## src/rtl/dst_hazard_ctrl_pkg.sv

```systemverilog
// Shared types for the destination/hazard controller: forwarding encodings,
// controller state encoding and the pipeline tracker entry.
package dst_hazard_ctrl_pkg;

    localparam logic [1:0] FWD_RF    = 2'b00;
    localparam logic [1:0] FWD_EXMEM = 2'b10;
    localparam logic [1:0] FWD_MEMWB = 2'b01;

    typedef enum logic [1:0] {
        ST_RUN      = 2'b00,
        ST_LU_STALL = 2'b01,
        ST_FREEZE   = 2'b10
    } state_e;

    typedef struct packed {
        logic       valid;
        logic [4:0] dst;
        logic       reg_write;
        logic       is_load;
    } trk_entry_t;

    localparam trk_entry_t TRK_EMPTY = '{valid: 1'b0, dst: 5'd0, reg_write: 1'b0, is_load: 1'b0};

    // $0 and non-writing entries can never be a forwarding or hazard source.
    function automatic logic entry_match(input trk_entry_t e, input logic [4:0] r);
        return e.valid && e.reg_write && (e.dst != 5'd0) && (e.dst == r);
    endfunction

    function automatic logic [1:0] fwd_select(input trk_entry_t ex_e, input trk_entry_t mem_e,
                                              input logic used, input logic [4:0] r);
        logic [1:0] sel;
        sel = FWD_RF;
        if (used && entry_match(ex_e, r)) begin
            sel = FWD_EXMEM;
        end else if (used && entry_match(mem_e, r)) begin
            sel = FWD_MEMWB;
        end else begin
            sel = FWD_RF;
        end
        return sel;
    endfunction

endpackage

```

## src/rtl/dst_hazard_ctrl_track.sv

```systemverilog
// One pipeline tracker entry: a register with advance enable and async clear.
module dst_track_stage
    import dst_hazard_ctrl_pkg::*;
(
    input  logic       clk,
    input  logic       rst_n,
    input  logic       en_i,
    input  trk_entry_t d_i,
    output trk_entry_t q_o
);

    trk_entry_t entry_q;

    // Entry register, held while the pipeline is frozen.
    always_ff @(posedge clk or negedge rst_n) begin
        if (!rst_n) begin
            entry_q <= TRK_EMPTY;
        end else if (en_i) begin
            entry_q <= d_i;
        end else begin
            entry_q <= entry_q;
        end
    end

    assign q_o = entry_q;

endmodule

```

## src/rtl/dst_hazard_ctrl.sv

```systemverilog
// Destination select, operand forwarding and load-use / memory-busy stall
// control for a 5-stage pipeline.
module dst_hazard_ctrl
    import dst_hazard_ctrl_pkg::*;
#(
    parameter int unsigned RCNT_W = 16
) (
    input  logic              clk,
    input  logic              rst_n,
    input  logic              id_valid,
    input  logic [4:0]        id_rs,
    input  logic [4:0]        id_rt,
    input  logic [4:0]        id_rd,
    input  logic              id_reg_dst,
    input  logic              id_reg_write,
    input  logic              id_mem_read,
    input  logic              id_uses_rs,
    input  logic              id_uses_rt,
    input  logic              flush,
    input  logic              mem_busy,
    output logic              ex_dst_sel,
    output logic [1:0]        fwd_a,
    output logic [1:0]        fwd_b,
    output logic              stall,
    output logic              bubble,
    output logic [RCNT_W-1:0] stall_count
);

    trk_entry_t        id_entry_s;
    trk_entry_t        ex_s;
    trk_entry_t        mem_s;
    trk_entry_t        wb_s;
    logic              wb_unused_s;
    logic              adv_s;
    state_e            state_q;
    state_e            ret_q;
    state_e            eff_state_s;
    logic              hazard_s;
    logic              lu_stall_s;
    logic              stall_s;
    logic              bubble_s;
    logic              ex_dst_sel_q;
    logic              ex_dst_sel_d;
    logic [1:0]        fwd_a_q;
    logic [1:0]        fwd_a_d;
    logic [1:0]        fwd_b_q;
    logic [1:0]        fwd_b_d;
    logic [RCNT_W-1:0] cnt_q;

    assign adv_s = !mem_busy;

    dst_track_stage u_ex (
        .clk   (clk),
        .rst_n (rst_n),
        .en_i  (adv_s),
        .d_i   (id_entry_s),
        .q_o   (ex_s)
    );

    dst_track_stage u_mem (
        .clk   (clk),
        .rst_n (rst_n),
        .en_i  (adv_s),
        .d_i   (ex_s),
        .q_o   (mem_s)
    );

    dst_track_stage u_wb (
        .clk   (clk),
        .rst_n (rst_n),
        .en_i  (adv_s),
        .d_i   (mem_s),
        .q_o   (wb_s)
    );

    // WB is tracked for completeness only; the register file writes before it reads.
    assign wb_unused_s = ^wb_s;

    // Hazard detection and stall/bubble priority: mem_busy > flush > load-use.
    always_comb begin
        eff_state_s = (state_q == ST_FREEZE) ? ret_q : state_q;
        hazard_s    = id_valid && ex_s.valid && ex_s.is_load &&
                      ((id_uses_rs && entry_match(ex_s, id_rs)) ||
                       (id_uses_rt && entry_match(ex_s, id_rt)));
        lu_stall_s  = 1'b0;
        stall_s     = 1'b0;
        bubble_s    = 1'b0;
        if (!rst_n) begin
            stall_s  = 1'b0;
            bubble_s = 1'b0;
        end else if (mem_busy) begin
            stall_s  = 1'b1;
        end else if (flush) begin
            bubble_s = 1'b1;
        end else begin
            case (eff_state_s)
                ST_RUN: begin
                    lu_stall_s = hazard_s;
                    stall_s    = hazard_s;
                    bubble_s   = hazard_s;
                end
                ST_LU_STALL: begin
                    stall_s  = 1'b0;
                    bubble_s = 1'b0;
                end
                default: begin
                    stall_s  = 1'b0;
                    bubble_s = 1'b0;
                end
            endcase
        end
    end

    // ID-stage entry and the EX-cycle controls that travel with it.
    always_comb begin
        if (bubble_s) begin
            id_entry_s = TRK_EMPTY;
        end else begin
            id_entry_s = '{valid:     id_valid,
                           dst:       id_reg_dst ? id_rd : id_rt,
                           reg_write: id_reg_write,
                           is_load:   id_mem_read};
        end
        if (id_entry_s.valid) begin
            ex_dst_sel_d = id_reg_dst;
            fwd_a_d      = fwd_select(ex_s, mem_s, id_uses_rs, id_rs);
            fwd_b_d      = fwd_select(ex_s, mem_s, id_uses_rt, id_rt);
        end else begin
            ex_dst_sel_d = 1'b0;
            fwd_a_d      = FWD_RF;
            fwd_b_d      = FWD_RF;
        end
    end

    // Controller FSM, registered EX controls and saturating stall counter.
    always_ff @(posedge clk or negedge rst_n) begin
        if (!rst_n) begin
            state_q      <= ST_RUN;
            ret_q        <= ST_RUN;
            ex_dst_sel_q <= 1'b0;
            fwd_a_q      <= FWD_RF;
            fwd_b_q      <= FWD_RF;
            cnt_q        <= '0;
        end else if (mem_busy) begin
            if (state_q != ST_FREEZE) begin
                ret_q <= state_q;
            end else begin
                ret_q <= ret_q;
            end
            state_q <= ST_FREEZE;
        end else begin
            ex_dst_sel_q <= ex_dst_sel_d;
            fwd_a_q      <= fwd_a_d;
            fwd_b_q      <= fwd_b_d;
            if (lu_stall_s && (cnt_q != '1)) begin
                cnt_q <= cnt_q + RCNT_W'(1);
            end else begin
                cnt_q <= cnt_q;
            end
            case (eff_state_s)
                ST_RUN:      state_q <= lu_stall_s ? ST_LU_STALL : ST_RUN;
                ST_LU_STALL: state_q <= ST_RUN;
                default:     state_q <= ST_RUN;
            endcase
        end
    end

    assign stall       = stall_s;
    assign bubble      = bubble_s;
    assign ex_dst_sel  = ex_dst_sel_q;
    assign fwd_a       = fwd_a_q;
    assign fwd_b       = fwd_b_q;
    assign stall_count = cnt_q;

endmodule

```

## config.mk

```make
export PLATFORM = sky130hd
export DESIGN_NAME = dst_hazard_ctrl
export DESIGN_NICKNAME = d
export VERILOG_FILES = /design/src/rtl/dst_hazard_ctrl_pkg.sv /design/src/rtl/dst_hazard_ctrl_track.sv /design/src/rtl/dst_hazard_ctrl.sv
export SDC_FILE = /design/constraint.sdc
export NUM_CORES = 1
export LEC_CHECK = 0
export ABC_AREA = 1
export CAP_MARGIN = 20
export CORE_ASPECT_RATIO = 1.5
export CORE_MARGIN = 2
export CORE_UTILIZATION = 36
export DETAILED_ROUTE_END_ITERATION = 8
export HOLD_SLACK_MARGIN = 0.06
export PLACE_DENSITY = 0.59
export SLEW_MARGIN = 20
export SYNTH_ARGS = -nofsm -noshare
export SYNTH_HDL_FRONTEND = slang
export SYNTH_HIERARCHICAL = 1
export SYNTH_SLANG_ARGS = --single-unit
```

## constraint.sdc

```tcl
create_clock -name clk -period 1.6 [get_ports clk]
set_input_delay 0.32 -clock clk [delete_from_list [all_inputs] [get_ports clk]]
set_output_delay 0.32 -clock clk [all_outputs]
set_load 0.01 [all_outputs]
```

* Yosys cells after proc, flatten, opt, wreduce, memory -nomap -nowiden
Cells that the tools add are included.
** Operators by class
- Add/sub/neg operators :: 1
- Eq/ne operators :: 7
- Mux-type cells :: 22
- Bitwise gates (word level) :: 1
- Reductions and logical operators :: 22
** Operators with widths (count)
- equality test 5 bit :: 4
- adder 16 x 1 -> 16 bit (second input constant) :: 1
- logical AND 1 bit :: 16
- != test 16 bit (second input constant) :: 1
- two-way mux 1 bit :: 14
- two-way mux 2 bit :: 6
- nonzero test 5 bit :: 2
- two-way mux 8 bit :: 1
- two-way mux 5 bit :: 1
- AND reduction 2 bit :: 2
- equality test 2 bit (second input constant) :: 1
- zero test 2 bit :: 1
- != test 2 bit (second input constant) :: 1
- logical OR 1 bit :: 1
- inverter 1 bit :: 1
** Word-level totals
- Register bits after elaboration :: 40
- Bits of input ports :: 25
- Output and inout port bits :: 23

* Logic depth before layout (Yosys ltp)
- Word-level depth :: 13
- Mapped depth :: 14
- Mapped depth without buffers :: 14

* Cells and area by module
The synthesis kept the hierarchy.
** By module, submodules not included
- dst_hazard_ctrl :: times used 1, cells an instance 273, area each 1944.4 sq um, sequential area each 625.6 sq um
- dst_track_stage :: times used 2, cells an instance 34, area each 305.3 sq um, sequential area each 200.2 sq um

* Least setup slack after synthesis
No wires, ideal clock.
- Kind :: reg-to-reg
- Start point :: reg cnt_q[0] (netlist: stall_count[0])
- End point :: reg cnt_q[0] (netlist: stall_count[0])
- Setup time :: 0.117 ns
- Data arrival time :: 1.612 ns
- Setup slack :: -0.129 ns
- Cell stages (with the launch flop) :: 12
- Buffers on the path :: 1
- Cells stage by stage :: dfrtp_1 -> ha_1 -> nand3_1 -> nor2_2 -> nand2_1 -> nor2_4 -> nand2_4 -> clkinv_1 -> nor2_2 -> buf_6 -> nand2_1 -> nand2_1
** Between the ends
- Longest elaborated chain between the ends :: 3
- Elaborated cells on any way between the ends :: 4
** RTL lines
- start: declaration :: line dst_hazard_ctrl.sv:48 : logic [RCNT_W-1:0] cnt_q;
- start signal: assignment :: line dst_hazard_ctrl.sv:156 : cnt_q <= cnt_q + RCNT_W'(1);
- start signal: assignment :: line dst_hazard_ctrl.sv:158 : cnt_q <= cnt_q;
- parallel branches: the longest is 3 deep, another holds adder 16 x 1 -> 16 bit
Parallel ways; which one is timed is not known.
A chain may end at the register's enable or synchronous reset.

* Worst setup path after layout
- Start point :: reg u_ex.entry_q (netlist bit u_ex/q_o[4])
- End point :: out stall
** Between the ends
- Longest elaborated chain between the ends :: 10
- Elaborated cells on any way between the ends :: 14
** RTL lines
- start: declaration :: line dst_hazard_ctrl_track.sv:12 : trk_entry_t entry_q;
- start signal: assignment :: line dst_hazard_ctrl_track.sv:19 : entry_q <= d_i;
- start signal: assignment :: line dst_hazard_ctrl_track.sv:21 : entry_q <= entry_q;
- nonzero test 5 bit :: line dst_hazard_ctrl_pkg.sv:26 : return e.valid && e.reg_write && (e.dst != 5'd0) && (e.dst == r);
- logical AND 1 bit (2 in series) :: line dst_hazard_ctrl_pkg.sv:26
- logical AND 1 bit (on tied branches) :: line dst_hazard_ctrl.sv:83, dst_hazard_ctrl.sv:84
- logical OR 1 bit (*) :: line dst_hazard_ctrl.sv:83 : ((id_uses_rs && entry_match(ex_s, id_rs)) ||
- logical AND 1 bit (*) :: line dst_hazard_ctrl.sv:82 : hazard_s = id_valid && ex_s.valid && ex_s.is_load &&
- two-way mux 1 bit (*) :: line dst_hazard_ctrl.sv:96 : case (eff_state_s)
- two-way mux 1 bit (*) :: line dst_hazard_ctrl.sv:93 : end else if (flush) begin
- two-way mux 1 bit (*) :: line dst_hazard_ctrl.sv:91 : end else if (mem_busy) begin
- two-way mux 1 bit (*) :: line dst_hazard_ctrl.sv:88 : if (!rst_n) begin
- end: declaration :: line dst_hazard_ctrl.sv:24 : output logic stall,
Every way passes the cells marked *; elsewhere a longest branch is shown, timed or not.

==> qor.yml <==
critPathArrivalTime_ns: 1.78
drt_wl_total_mm: 8.032
root_buffer: "clkbuf_8"
place_ws_ns: -0.9707
worstPathMaxFanout: 4
place.detailed.hpwl_mm: 5.682
reg2reg_to: "fwd_a[1]$_DFFE_PN0N_"
start_util: 0.3701
clk_path_buf_depth: 2
fillCellCount: 624
crit_top_cell: "nand3_4"
drive_gt1_frac: 0.3697
seqPwrFrac: 0.447
p_clk_frac: 0.343
viasPerCell: 4.879
clock-sinks: 40
vias: 2703
antennaDiodeCount: 0
rr_worst_depth: 13
cts_buffers: 5
grt_overflow_total: 0
p_per_area_nw_per_um2: 609.1
finalCritPeriodShare: 1.314
drv_cap: 0
cp_cell_sequence: "xor2_1 -> nor2_1 -> nand3_4 -> nand2_4 -> nand3_4 -> a21oi_2 -> buf_2"
netlist_area_um2: 2519
antenna_found_initial: 0
drc: 0
fp.dieArea_um2: 7695
final_common_cell: "nand2_1"
combPwrFrac: 0.210
gp_congestion: 0.9153
wl_per_cell_um: 14.50
drtIter0Drc: 98
cts_hold_buf: 0
setup_violations: 32
crit_type: "reg2out"
leakage_uw: 0.002140
syn_inst: 337
ant_nets: 0
finalWorstSetupSlack_ns: -0.5019
yosysWarnings: 6
hold_class: "in2async"
max_stage_delay_ns: 0.46
switching_share: 0.2855
switchingPower_uw: 709.3
synth_nets: 363
dieHeight_um: 106.4
layout_common_cells: "nand2_1, buf_4, dfrtp_1"
rsz0062_at_grt: "yes"
grt_pass1_wl_mm: 12.96
reg2reg_from: "u_ex/q_o[4]$_DFFE_PN0P_"
cp-start-kind: "flip-flop"
status: "finished, violations left"
clock_skew_ns: 0.01039
fin_tns_setup_ns: -8.863
grt_pass1_vias: 2762
path_clk_slew_ns: 0.09
syn_area_per_cell_um2: 7.474
io_buffers: 47
cts_tree: "yes"
hold_viol: 0
layout.nets: 501
rows: 37
io_pins: 48
max_freq_ghz: 0.4758
finalPower_uw: 2484
slew_headroom: 0.5933
peakVddDrop_mv: 0.6532
grt_usage: 0.2197
fin_hold_ws_ns: 0.1501
internal_power_uw: 1775
max_slew.worst_pin.slew_ns: 0.6100
period_needed_ns: 2.102
grt_max_degree: 47
syn2layout_area_growth_pct: 61.95
violations: "setup timing"
clk_latency_ns: 0.30
core-area_um2: 6805
crit_slowest_cell: "dfrtp_1"
htreeDepth: 2
endpoint_kind: "primary output"
worst-r2r-setup-slack_ns: -0.32
cp.required_ns: 1.28
dr.pass1.iters: 4
die_w_um: 72.30
slew_viol_final: 0
[power by group through the flow]
stage	clock network [µW]	registers [µW]	logic, µW
after floorplan	0	1120	193
after global placement	0	1130	447
final	853	1110	521
after detailed placement	0	1130	447
after CTS	879	1110	494
after global routing	917	1120	574
[critical path, delay by kind of cell (launching register included)]
family,cells,cell delay [ns]
xor gates and xnor gates,1,0.20
DFF,1,0.46
AOI/OAI and AO/OA,1,0.14
and+or+nand+nor,4,0.54
buffers and inverters,1,0.15
[per-stage QoR]
step	utilization	cell area, µm²	std cells
2_1_floorplan	-	2540	337
3_3_place_gp	0.5177	3523	517
3_5_place_dp	0.5177	3523	517
4_1_cts	0.5769	3926	545
5_1_grt	0.5994	4079	554
6_report	0.5994	4079	554
[what timing repair did]
action | CTS | global route
endpoints found under the setup margin | 44 | 35
pin swaps | 11 | 12
gates cloned | 1 | 0
setup buffers | 19 | 10
resized for setup | 52 | 30
[worst max path at each step]
stage                                 end                       start  cells past startpoint
2_1_floorplan  stall_count[0]$_DFFE_PN0P_  stall_count[1]$_DFFE_PN0P_                     11
3_3_place_gp                       bubble                    id_rs[1]                     12
3_5_place_dp                       bubble                    id_rs[1]                     12
4_1_cts                            bubble     u_ex/q_o[5]$_DFFE_PN0P_                     12
5_1_grt                            bubble     u_ex/q_o[4]$_DFFE_PN0P_                      9
6_report                            stall     u_ex/q_o[4]$_DFFE_PN0P_                      7
[final cells by class]
type / instances / area (µm²) / area share
clock buffer: 5 / 68.82 / 0.01687
clock inverter: 3 / 46.29 / 0.01135
inverter: 50 / 196.4 / 0.04816
multi-input combinational: 242 / 1444 / 0.3540
sequential: 40 / 1005 / 0.2463
tap: 78 / 97.59 / 0.02393
timing repair buffer: 136 / 1221 / 0.2994
[sequential cells by signal, summed over array words and instances (netlist names)]
signal and flops:
ex_dst_sel 1, fwd_a 2, fwd_b 2, ret_q 2
stall_count 16, state_q 2, u_ex/q_o 8, u_mem/q_o 7
[routing by layer]
layer / GRT usage / wire length (µm) / vias up
met4: 0.09299 / 291 / 0
met5: 0 / 0 / -
met2: 0.4201 / 4454 / 66
li1: - / - / 1340
met1: 0.2345 / 2996 / 1274
met3: 0.02370 / 289 / 23
Note: power is estimated with default switching activity, not from simulation.
